## src/rtl/emif_byte_master.sv

```systemverilog
// Purpose : serialises 1-4 byte read/write commands into EMIF byte cycles (memrd/memwr, memack), returns read data + timeout error, flags irq rising edges.
// Latency : accept at cycle 0, byte strobes at 1,3,..,2N-1 with immediate ack, rsp_valid_o at 2N; each unacked strobe cycle adds one cycle.
// Backpressure: cmd_ready_o low from accept until the response cycle has passed; rsp_valid_o is a one-cycle pulse with no backpressure.
//
// Ports:
//   clk_app_i, rst_clk_app_n           clock, synchronous active-low reset
//   cmd_valid_i/cmd_ready_o            command handshake; cmd_wr_i, cmd_addr_i, cmd_nbytes_i (count-1), cmd_wdata_i
//   rsp_valid_o, rsp_rdata_o, rsp_err_o completion pulse, read data (byte k at [8k+7:8k]), timeout flag
//   memaddr, memdatao, memrd, memwr    EMIF initiator outputs (address/data are 0 when no strobe is high)
//   memack, memdatai                   EMIF responder acknowledge and read data
//   irq, irq_rise_o                    responder interrupt level and its registered rising-edge pulse
module emif_byte_master #(
    parameter int ADDR_W  = 23,
    parameter int TIMEOUT = 255
) (
    input  logic              clk_app_i,
    input  logic              rst_clk_app_n,
    input  logic              cmd_valid_i,
    output logic              cmd_ready_o,
    input  logic              cmd_wr_i,
    input  logic [ADDR_W-1:0] cmd_addr_i,
    input  logic [1:0]        cmd_nbytes_i,
    input  logic [31:0]       cmd_wdata_i,
    output logic              rsp_valid_o,
    output logic [31:0]       rsp_rdata_o,
    output logic              rsp_err_o,
    output logic [ADDR_W-1:0] memaddr,
    output logic [7:0]        memdatao,
    output logic              memrd,
    output logic              memwr,
    input  logic              memack,
    input  logic [7:0]        memdatai,
    input  logic              irq,
    output logic              irq_rise_o
);

    typedef enum logic [1:0] {
        IDLE   = 2'd0,
        STROBE = 2'd1,
        GAP    = 2'd2,
        RESP   = 2'd3
    } state_t;

    // Count of unacked strobe cycles already seen; reaching TIMEOUT-1 with
    // another unacked cycle means the strobe has been high TIMEOUT cycles.
    localparam logic [7:0] CNT_LAST = 8'(TIMEOUT - 1);

    state_t            state_q, state_d;
    logic              wr_q, wr_d;
    logic [ADDR_W-1:0] addr_q, addr_d;
    logic [1:0]        nbytes_q, nbytes_d;
    logic [31:0]       wdata_q, wdata_d;
    logic [1:0]        k_q, k_d;
    logic [7:0]        cnt_q, cnt_d;
    logic [31:0]       rdata_d;
    logic              err_d;
    logic              strobe_d;
    logic              irq_q;

    assign cmd_ready_o = (state_q == IDLE) && rst_clk_app_n;

    always_comb begin
        state_d  = state_q;
        wr_d     = wr_q;
        addr_d   = addr_q;
        nbytes_d = nbytes_q;
        wdata_d  = wdata_q;
        k_d      = k_q;
        cnt_d    = cnt_q;
        rdata_d  = rsp_rdata_o;
        err_d    = rsp_err_o;

        case (state_q)
            IDLE: begin
                if (cmd_valid_i) begin
                    wr_d     = cmd_wr_i;
                    addr_d   = cmd_addr_i;
                    nbytes_d = cmd_nbytes_i;
                    wdata_d  = cmd_wdata_i;
                    k_d      = 2'd0;
                    cnt_d    = 8'd0;
                    rdata_d  = 32'd0;
                    err_d    = 1'b0;
                    state_d  = STROBE;
                end
            end
            STROBE: begin
                // An ack in the same cycle as the timeout completes the byte.
                if (memack) begin
                    if (!wr_q) begin
                        rdata_d[{k_q, 3'b000} +: 8] = memdatai;
                    end
                    if (k_q == nbytes_q) begin
                        state_d = RESP;
                    end else begin
                        k_d     = k_q + 2'd1;
                        state_d = GAP;
                    end
                end else if (cnt_q == CNT_LAST) begin
                    err_d   = 1'b1;
                    state_d = RESP;
                end else begin
                    cnt_d = cnt_q + 8'd1;
                end
            end
            GAP: begin
                cnt_d   = 8'd0;
                state_d = STROBE;
            end
            RESP: begin
                state_d = IDLE;
            end
            default: begin
                state_d = IDLE;
            end
        endcase
    end

    // EMIF outputs are registered from the next-state view so the strobe
    // appears in the cycle right after accept / gap.
    assign strobe_d = (state_d == STROBE);

    always_ff @(posedge clk_app_i) begin
        if (!rst_clk_app_n) begin
            state_q     <= IDLE;
            wr_q        <= 1'b0;
            addr_q      <= '0;
            nbytes_q    <= 2'd0;
            wdata_q     <= 32'd0;
            k_q         <= 2'd0;
            cnt_q       <= 8'd0;
            rsp_rdata_o <= 32'd0;
            rsp_err_o   <= 1'b0;
            rsp_valid_o <= 1'b0;
            memrd       <= 1'b0;
            memwr       <= 1'b0;
            memaddr     <= '0;
            memdatao    <= 8'd0;
            irq_q       <= 1'b0;
            irq_rise_o  <= 1'b0;
        end else begin
            state_q     <= state_d;
            wr_q        <= wr_d;
            addr_q      <= addr_d;
            nbytes_q    <= nbytes_d;
            wdata_q     <= wdata_d;
            k_q         <= k_d;
            cnt_q       <= cnt_d;
            rsp_rdata_o <= rdata_d;
            rsp_err_o   <= err_d;
            rsp_valid_o <= (state_d == RESP);
            memrd       <= strobe_d && !wr_d;
            memwr       <= strobe_d && wr_d;
            memaddr     <= strobe_d ? (addr_d + ADDR_W'(k_d)) : '0;
            memdatao    <= strobe_d ? wdata_d[{k_d, 3'b000} +: 8] : 8'd0;
            irq_q       <= irq;
            irq_rise_o  <= irq && !irq_q;
        end
    end

endmodule

```

## config.mk

```make
export PLATFORM = sky130hd
export DESIGN_NAME = emif_byte_master
export DESIGN_NICKNAME = d
export VERILOG_FILES = /design/src/rtl/emif_byte_master.sv
export SDC_FILE = /design/constraint.sdc
export NUM_CORES = 1
export LEC_CHECK = 0
export BUFFER_PORTS_ARGS = -buffer_cell sky130_fd_sc_hd__buf_2
export CORE_ASPECT_RATIO = 0.7
export CORE_UTILIZATION = 50
export DETAILED_ROUTE_END_ITERATION = 7
export PLACE_DENSITY = 0.75
export SETUP_SLACK_MARGIN = 0.02
export SYNTH_ARGS = -nofsm -noshare
export SYNTH_HDL_FRONTEND = slang
export SYNTH_SLANG_ARGS = --single-unit
export TNS_END_PERCENT = 30
```

## constraint.sdc

```tcl
create_clock -name clk_app_i -period 5 [get_ports clk_app_i]
set_clock_uncertainty 0.2 [all_clocks]
set_input_delay 0.5 -clock clk_app_i [delete_from_list [all_inputs] [get_ports clk_app_i]]
set_output_delay 0.5 -clock clk_app_i [all_outputs]
set_load 0.02 [all_outputs]
```

==> results.yml <==
sta:
  fmax_ghz: 0.255
  fin_crit_ns: 3.92
  hold_viol_final: 0
  final.setup.tns_ns: 0
  drv_slew: 0
  tightest_slew_ns: 1.09
  fin_crit_sh: 0.783
  rsz0062_at_grt: "false"
  relSlewSlack: 0.271
  setup_viol: 0
critical_path:
  cp.buffers_inverters: 0
  cpLargestDelayFamily: "simple AND/OR/NAND/NOR gates"
  cp_max_fo: 18
  critPathLaunchType: "register"
  slowest_stage: "nor4_1"
  max_stage_delay_ns: 0.63
  cpMostUsedCell: "nand3_1"
  required_ns: 5.14
  worst_setup_path_end_kind: "register"
  cp_cell_sequence: "or3b_4, nand3_1, nand2_1, ha_1, fa_1, nand3_1, nor4_1, o2111ai_1, o21ai_0, nor3b_1"
  critPathKind: "reg -> reg"
  arrival_ns: 4.05
synthesis:
  netlist_top_cells_area: "dfxtp_1, a21oi_1, nand2_1"
  yosys.area.top_type: "dfxtp_1"
  yosysSeqAreaShare: 0.460
  synthDistinctLibCells: 53
  syn_nets: 788
  async_reset_ff_frac: 0
  synth_area_um2: 6040
  synth-seq-cells: 139
  syn_inst: 708
  yosys_warnings: 0
  synth_ff_type: "dfxtp_1"
  yosysTopAreaCellShare: 0.460
  synth_edf_count: 0
  avgSynthCellArea_um2: 8.54
final_layout:
  fillers: 1015
  seq_area_um2: 2780
  areaGrowthSynthToFinish_pct: 22.3
  antenna_cells: 0
  fin_util: 0.630
  multi_input_area_um2: 3050
  fin_nets: 905
  drive_above_1_share: 0.228
die:
  die_y_um: 94.0
  dieArea_um2: 12500
  std_cell_rows: 33
  ios: 140
  start_util: 0.515
  fp.coreArea_um2: 11700
  fp.dieW_um: 133
route:
  viasPerCell: 5.67
  wl_mm: 16.1
  first_iter_violations: 557
  ant_nets: 0
  drc: 0
  avgRoutedWirePerCell_um: 16.2
  firstDrtPassIters: 5
  vias: 5638
global_routing:
  antenna_found_initial: 0
  grt_pass1_wl_mm: 26.1
  grt_max_degree: 97
  track_usage: 0.264
  overflow: 0
  grt_pass1_vias: 5315
clock_tree:
  cts_buffers: 17
  tritoncts: "done"
  cts_sinks: 139
  insertion_delay_ns: 0.42
  cts_root_buffer: "clkbuf_16"
  clockBufferDepth: 2
  cts_setup_buffers: 0
  clk_pin_slew_ns: 0.07
  cts_hold_buf: 0
  cts_resized: 0
  htree_levels: 4
outcome:
  status: "completed"
placement:
  place_congestion: 0.861
  post-dp-hpwl_mm: 11.3
  numPortBuffers: 139
pwr:
  vdd_drop_max_v: 0.000289
  p_per_area_nw_per_um2: 382
  combPwrFrac: 0.123
  switching_share: 0.274
  p_switching_uw: 772
  p_int_uw: 2050
  pwr-share-clk: 0.452
  pwr-share-seq: 0.425
  leakagePower_uw: 0.00307
worst_hold_path:
  hold_path_class: "in -> reg"
flow_run:
  maxCapViolCount: 0
-- synth_stat cells (all sizes together), types with 2 or more instances --
cell type  count
dfxtp        139
nand2        105
a21oi         84
nand3         53
nor2          46
clkbuf        34
mux2i         27
nand2b        21
and3          19
o2111ai       16
a21boi        15
nor3          13
buf           12
xnor2         10
a22oi          9
nand4          9
o21ai          9
ha             8
inv            7
and2           6
or4            6
nor4           5
o21a           5
o31ai          5
a211oi         4
and4           4
or3            4
a21o           3
nor2b          3
nor3b          3
xor2           3
and4b          2
clkinv         2
mux2           2
o221ai         2
o31a           2
-- per-layer routing --
layer,up-vias,global-route usage,part of all wire
li1,2737,-,-
met1,2683,0.367,0.47
met3,13,0.0583,0.069
met4,0,0.0701,0.0084
met2,205,0.414,0.45
met5,-,0,0
-- power groups by stage --
stage / Clock [uW] / Combinational, uW / Sequential [uW]
after global placement: 0 / 334 / 1220
after detailed placement: 0 / 344 / 1220
after CTS: 1290 / 345 / 1200
after global routing: 1340 / 381 / 1210
final: 1280 / 347 / 1200
after floorplan: 0 / 210 / 1240
-- worst paths after layout --
check                                           start                     end  slack [ns]  cells after the start
worst max-delay path            state_q[1]$_SDFF_PN0_  memaddr[22]$_SDFF_PN0_        1.08                     10
worst max register to register  state_q[1]$_SDFF_PN0_  memaddr[22]$_SDFF_PN0_        1.08                     10
worst min-delay path                  cmd_wdata_i[14]  wdata_q[14]$_SDFF_PN0_        0.11                      3
worst min register to register       irq_q$_SDFF_PN0_   irq_rise_o$_SDFF_PN0_        0.19                      1
-- metrics by stage --
stage,setup WS [ns],power (uW),instances,cell area [um^2],hold slack (ns)
after floorplan,1.39,1450,708,6040,0.167
after global placement,1.22,1560,963,6790,0.174
after detailed placement,1.05,1570,963,6790,0.191
after CTS,1.16,2830,995,7390,0.102
after global routing,0.622,2930,995,7390,0.109
final,1.08,2820,995,7390,0.107
-- registers in the layout, summed over array words and instances (netlist names) --
register     count
addr_q          23
cnt_q            8
irq_q            1
irq_rise_o       1
k_q              2
memaddr         23
memdatao         8
memrd            1
memwr            1
nbytes_q         2
rsp_err_o        1
rsp_rdata_o     32
rsp_valid_o      1
state_q          2
wdata_q         32
wr_q             1
-- worst register-to-register path, delay by kind of cell, from the launching register on --
| family | cells | cell delay (ns) |
|---|---|---|
| DFF | 1 | 0.53 |
| AOI/OAI and AO/OA | 2 | 0.53 |
| adders and majority gates | 2 | 0.56 |
| and+or+nand+nor | 6 | 2.01 |
-- cells in the final DEF (no fill, tap or decap), types with 4 or more instances in the layout --
cell       instances
nand2b_1          21
a211oi_1           4
nor2_1            46
a21oi_1           83
or3_1              4
and3_1            19
buf_2            139
o31ai_1            5
a22oi_1            9
o2111ai_1         16
and4_1             4
nand4_1            9
nand2_1          105
buf_4              5
o21ai_0            7
xnor2_1           10
and2_1             6
ha_1               8
a21boi_0          15
inv_6              6
o21a_1             5
nor3_1            13
or4_1              5
dfxtp_1          139
mux2i_1           25
nand3_1           53
inv_1              7
nor4_1             4
clkbuf_16         17
-- kinds of logic after synthesis --
logic type      after synthesis  synth area share
flops                       139             0.460
compound gates              159             0.166
mux                          29            0.0505
buf+inv                      55            0.0375
simple gates                304             0.247
xor+xnor                     13            0.0188
fa+ha+maj                     9            0.0199
-- layout make-up --
type | count | share of cell area
inverters | 9 | 0.00457
repair buffers | 144 | 0.0992
multi-input cells | 514 | 0.412
clock buffers | 18 | 0.0594
clock inverters | 14 | 0.0215
well taps | 157 | 0.0266
flip-flops and latches | 139 | 0.377
No activity file was read; power rests on OpenSTA's default activity.
